<file path="src/rtl/lfsr_gen.sv">
// Parametrised Fibonacci LFSR word generator with on-demand and free-running modes.
// Includes runtime seed load and all-zero lockup recovery.
module lfsr_gen #(
    parameter int                 WIDTH = 16,
    parameter logic [WIDTH-1:0]   TAPS  = 16'hB400,
    parameter logic [WIDTH-1:0]   SEED  = 16'hBEEF,
    parameter int                 OUT_W = 4
) (
    input  logic             clk,
    input  logic             reset_n,
    input  logic             enable,
    input  logic             load,
    input  logic [WIDTH-1:0] seed_in,
    input  logic             mode,
    input  logic             req,
    output logic             busy,
    output logic             valid,
    output logic [OUT_W-1:0] out
);

    localparam int CW = (OUT_W > 1) ? $clog2(OUT_W) : 1;
    localparam logic [CW-1:0] LAST = CW'(OUT_W - 1);

    typedef enum logic [1:0] {
        S_IDLE,
        S_RUN,
        S_FREE
    } state_e;

    state_e           state_q, state_d;
    logic [WIDTH-1:0] r_q, r_d;
    logic [CW-1:0]    cnt_q, cnt_d;
    logic [OUT_W-1:0] out_q, out_d;
    logic             valid_q, valid_d;
    logic [WIDTH-1:0] step_r;

    // An all-zero register would lock up; recover to SEED on that step.
    always_comb begin
        if (r_q == '0) begin
            step_r = SEED;
        end else begin
            step_r = {r_q[WIDTH-2:0], ^(r_q & TAPS)};
        end
    end

    always_comb begin
        state_d = state_q;
        r_d     = r_q;
        cnt_d   = cnt_q;
        out_d   = out_q;
        valid_d = 1'b0;

        if (load) begin
            r_d     = (seed_in == '0) ? SEED : seed_in;
            cnt_d   = '0;
            state_d = S_IDLE;
        end else if (enable) begin
            unique case (state_q)
                S_IDLE: begin
                    if (mode) begin
                        state_d = S_FREE;
                    end else if (req) begin
                        state_d = S_RUN;
                    end
                end
                S_RUN, S_FREE: begin
                    r_d = step_r;
                    if (cnt_q == LAST) begin
                        out_d   = step_r[OUT_W-1:0];
                        valid_d = 1'b1;
                        cnt_d   = '0;
                        if (state_q == S_RUN || !mode) begin
                            state_d = S_IDLE;
                        end
                    end else begin
                        cnt_d = cnt_q + 1'b1;
                    end
                end
                default: state_d = S_IDLE;
            endcase
        end
    end

    always_ff @(posedge clk or negedge reset_n) begin
        if (!reset_n) begin
            state_q <= S_IDLE;
            r_q     <= SEED;
            cnt_q   <= '0;
            out_q   <= '0;
            valid_q <= 1'b0;
        end else begin
            state_q <= state_d;
            r_q     <= r_d;
            cnt_q   <= cnt_d;
            out_q   <= out_d;
            valid_q <= valid_d;
        end
    end

    assign busy  = (state_q != S_IDLE);
    assign valid = valid_q;
    assign out   = out_q;

endmodule

</file>
<file path="config.mk">
export PLATFORM = sky130hd
export DESIGN_NAME = lfsr_gen
export DESIGN_NICKNAME = d
export VERILOG_FILES = /design/src/rtl/lfsr_gen.sv
export SDC_FILE = /design/constraint.sdc
export NUM_CORES = 1
export LEC_CHECK = 0
export CELL_PAD_IN_SITES_DETAIL_PLACEMENT = 0
export CELL_PAD_IN_SITES_GLOBAL_PLACEMENT = 2
export CORE_ASPECT_RATIO = 1.4
export CORE_UTILIZATION = 31
export CTS_CLUSTER_SIZE = 14
export DETAILED_ROUTE_END_ITERATION = 8
export PLACE_DENSITY_LB_ADDON = 0.3
export SETUP_SLACK_MARGIN = 0.4
export SLEW_MARGIN = 20
export SYNTH_ARGS = -nofsm -noshare
export SYNTH_HDL_FRONTEND = slang
export SYNTH_SLANG_ARGS = --single-unit
</file>
<file path="constraint.sdc">
create_clock -name clk -period 1.83 [get_ports clk]
set_clock_uncertainty 0.05 [all_clocks]
set_input_delay 0.549 -clock clk [delete_from_list [all_inputs] [get_ports clk]]
set_output_delay 0.549 -clock clk [all_outputs]
set_load 0.02 [all_outputs]
</file>
==> results.sh <==
export IMPL_power_frac_seq_pct=47.5
export IMPL_placed_area_um2=1790
export IMPL_power_report_internal_total_mw=1.07
export IMPL_ys_ff_latch=25
export IMPL_rsz0062_at_grt="true"
export IMPL_crit_arrival_ns=1.80
export IMPL_post_route_drc_count=8
export IMPL_wl_per_cell_um=16.5
export IMPL_htree_num_levels=1
export IMPL_worst_pin_slew_ns=0.336
export IMPL_syn_to_final_growth_pct=67.6
export IMPL_port_buffers=27
export IMPL_crit_chain="inv_2 > ha_4 > nor4b_4 > and4_4 > or3_1 > o221a_1"
export IMPL_nets=218
export IMPL_cp_top_family="simple AND/OR/NAND/NOR gates"
export IMPL_cts_inserted_buffers=3
export IMPL_grt_remaining_overflow=0
export IMPL_die_area_um2=4500
export IMPL_place_congestion=0.903
export IMPL_clkPwrFrac_pct=22.2
export IMPL_cp_end_kind="flip-flop"
export IMPL_io_pins=28
export IMPL_grt_pass1_vias=1309
export IMPL_worstSetupPathType="reg -> reg"
export IMPL_combPwrFrac_pct=30.3
export IMPL_dieWidth_um=57.0
export IMPL_vias=1310
export IMPL_fmax_mhz=612
export IMPL_cp_required_ns=2.00
export IMPL_dp_slack_ns=-0.349
export IMPL_yosysTopAreaCell="dfstp_2"
export IMPL_synth_distinct_cells=37
export IMPL_setup_violations=0
export IMPL_initial_core_util_pct=32.9
export IMPL_final_area_um2=2200
export IMPL_power_switching_mw=0.488
export IMPL_setup_ws_ns=0.197
export IMPL_clk_pin_slew_ns=0.10
export IMPL_drtIter0Drc=59
export IMPL_cts_buffer_depth=2
export IMPL_via_per_inst=5.60
export IMPL_grt_max_degree=26
export IMPL_antenna_cells=0
export IMPL_syn_inst=129
export IMPL_period_needed_ns=1.63
export IMPL_utilization_pct=55.1
export IMPL_slew_violations=0
export IMPL_yosysWarnings=0
export IMPL_cp_buffers_inverters=1
export IMPL_rows=27
export IMPL_hold_viol_final=0
export IMPL_fin_total_pwr_mw=1.55
export IMPL_violations="DRC"
export IMPL_syn_avg_cell_area_um2=10.2
export IMPL_fillers=360
export IMPL_drt_antenna_violating_nets=0
export IMPL_crit_slowest_cell="dfstp_2"
export IMPL_cts_tree="yes"
export IMPL_seq_area_frac_synth_pct=49.0
export IMPL_syn_area_um2=1310
export IMPL_max_vdd_ir_drop_mv=0.433
export IMPL_cts_root_buffer="clkbuf_8"
export IMPL_syn_num_nets=155
export IMPL_die_height_um=79.0
export IMPL_path_max_fanout=8
export IMPL_hold_class="reg -> reg"
export IMPL_grt_use_total_pct=18.2
export IMPL_first_pass_iters=6
export IMPL_p_per_area_nw_per_um2=707
export IMPL_critPathMaxStageDelay_ns=0.57
export IMPL_core_um2=3990
export IMPL_drive_gt1_share_pct=55.5
export IMPL_antenna_found_initial=0
export IMPL_ys_top_cells_by_area="dfstp_2 26%, dfrtp_1 23%, a22oi_1 5.7%"
export IMPL_status="complete, but fails checks"
export IMPL_drv_cap=0
export IMPL_final_instance_count_excl_fill=234
export IMPL_relSlewSlack_pct=77.6
export IMPL_hold_buffers=0
export IMPL_swShare_pct=31.4
export IMPL_grt_pass1_wl_um=6280
export IMPL_cts_sinks=25
export IMPL_crit_path_start_kind="flip-flop"
export IMPL_final_period_utilization_pct=89.3
export IMPL_dp_hpwl_um=2730
export IMPL_synth_top_cell_area_share_pct=26.0
export IMPL_routed_wl_um=3870
export IMPL_p_leak_nw=0.964
export IMPL_dp_cells=216
export IMPL_insertion_delay_ns=0.28
==> cells in the final DEF (no fill, tap or decap), types with 2 or more instances in the layout <==
cell and count:
ha_4 4, inv_1 2, buf_6 16, clkdlybuf4s50_1 2, nand3_1 5, nand2b_1 2, inv_2 5, o21ai_2 3
clkdlybuf4s15_1 6, o211ai_1 4, mux2i_1 2, o21ai_0 7, nand2_1 7, a22oi_1 9, dlygate4sd2_1 9, nor2_4 4
dfrtp_1 11, o221a_1 3, or3_1 3, o21ai_1 2, nor4_2 4, xnor2_1 2, buf_4 27, clkbuf_8 3
dfstp_2 13, clkbuf_2 3, nand2_4 2, and4_4 2, a21oi_2 2
==> cells in the mapped netlist (all sizes together) <==
| cell | instances |
|---|---|
| a21o | 1 |
| a21oi | 4 |
| a22o | 1 |
| a22oi | 10 |
| a311oi | 1 |
| a31o | 1 |
| a31oi | 1 |
| and3b | 1 |
| and4 | 2 |
| buf | 6 |
| clkbuf | 1 |
| dfrtp | 12 |
| dfstp | 13 |
| ha | 4 |
| inv | 7 |
| mux2i | 2 |
| nand2 | 10 |
| nand2b | 3 |
| nand3 | 6 |
| nand4 | 1 |
| nor2 | 5 |
| nor2b | 1 |
| nor3 | 1 |
| nor4 | 6 |
| nor4b | 1 |
| o211ai | 4 |
| o21ai | 13 |
| o221a | 3 |
| o31ai | 1 |
| or2b | 1 |
| or3 | 4 |
| xnor2 | 2 |
==> worst min-delay path, cell delays in order (launching register included) <==
cell     delay (ns)
dfrtp_1        0.38
nand2_1        0.07
o21ai_2        0.05
==> registers in the layout, summed over array words and instances, names as in the netlist <==
signal and cells:
valid 1, state_q 2, cnt_q 2, r_q 16, out 4
==> area by class of cell <==
class                   instances  area (µm²)  area share, %
clock buffers                   3        41.3           1.88
clock inverters                 1        5.00          0.228
inverters                       7        26.3           1.20
multi-input cells              90         846           38.5
flip-flops and latches         25         643           29.3
well taps                      43        53.8           2.45
repair buffers                 65         582           26.5
==> path summary, 6_finish.rpt <==
kind | startpoint | endpoint | slack, ns | cells after the start
max in group asynchronous | reset_n | r_q[2]$_DFFE_PN1P_ | 0.85 | 2
hold reg to reg | out[0]$_DFFE_PN0P_ | out[0]$_DFFE_PN0P_ | 0.48 | 2
hold / removal | out[0]$_DFFE_PN0P_ | out[0]$_DFFE_PN0P_ | 0.48 | 2
setup / recovery | r_q[12]$_DFFE_PN1P_ | r_q[15]$_DFFE_PN1P_ | 0.20 | 6
setup reg to reg | r_q[12]$_DFFE_PN1P_ | r_q[15]$_DFFE_PN1P_ | 0.20 | 6
min in group asynchronous | reset_n | out[0]$_DFFE_PN0P_ | 0.58 | 2
==> kinds of logic after synthesis <==
kind of cell	count (synthesis)	share of synthesized area, %
XOR/XNOR	2	1.34
adder cells (fa/ha/maj)	4	3.82
buffers and inverters	14	5.44
AO/OA/AOI/OAI	40	21.4
AND/OR/NAND/NOR	42	17.6
flip-flops	25	49.0
multiplexers	2	1.53
==> stage by stage <==
step / setup TNS (ns) / hold WS (ns)
4_1_cts: 0 / 0.447
2_1_floorplan: 0 / 0.203
3_3_place_gp: -4.35 / 0.423
6_report: 0 / 0.478
5_1_grt: 0 / 0.501
3_5_place_dp: -4.35 / 0.430
==> power groups by stage <==
stage | combinational [mW] | sequential, mW | clock [mW]
final | 0.471 | 0.738 | 0.345
after global routing | 0.511 | 0.746 | 0.378
after CTS | 0.388 | 0.717 | 0.350
after detailed placement | 0.358 | 0.717 | 0
after global placement | 0.351 | 0.719 | 0
after floorplan | 0.191 | 0.704 | 0
==> what timing repair did <==
| action | CTS | global route |
|---|---|---|
| pin swaps | 16 | 9 |
| resized for setup | 90 | 49 |
| setup endpoints to repair | 31 | 28 |
| setup buffers | 6 | 8 |
==> routing by layer <==
layer / wire, µm / global-route usage [%] / vias up
li1: - / - / 611
met1: 1610 / 24.2 / 645
met5: 0 / 0 / -
met2: 2000 / 29.2 / 49
met3: 200 / 2.61 / 5
met4: 51 / 7.80 / 0
(Power assumes the default switching activity.)
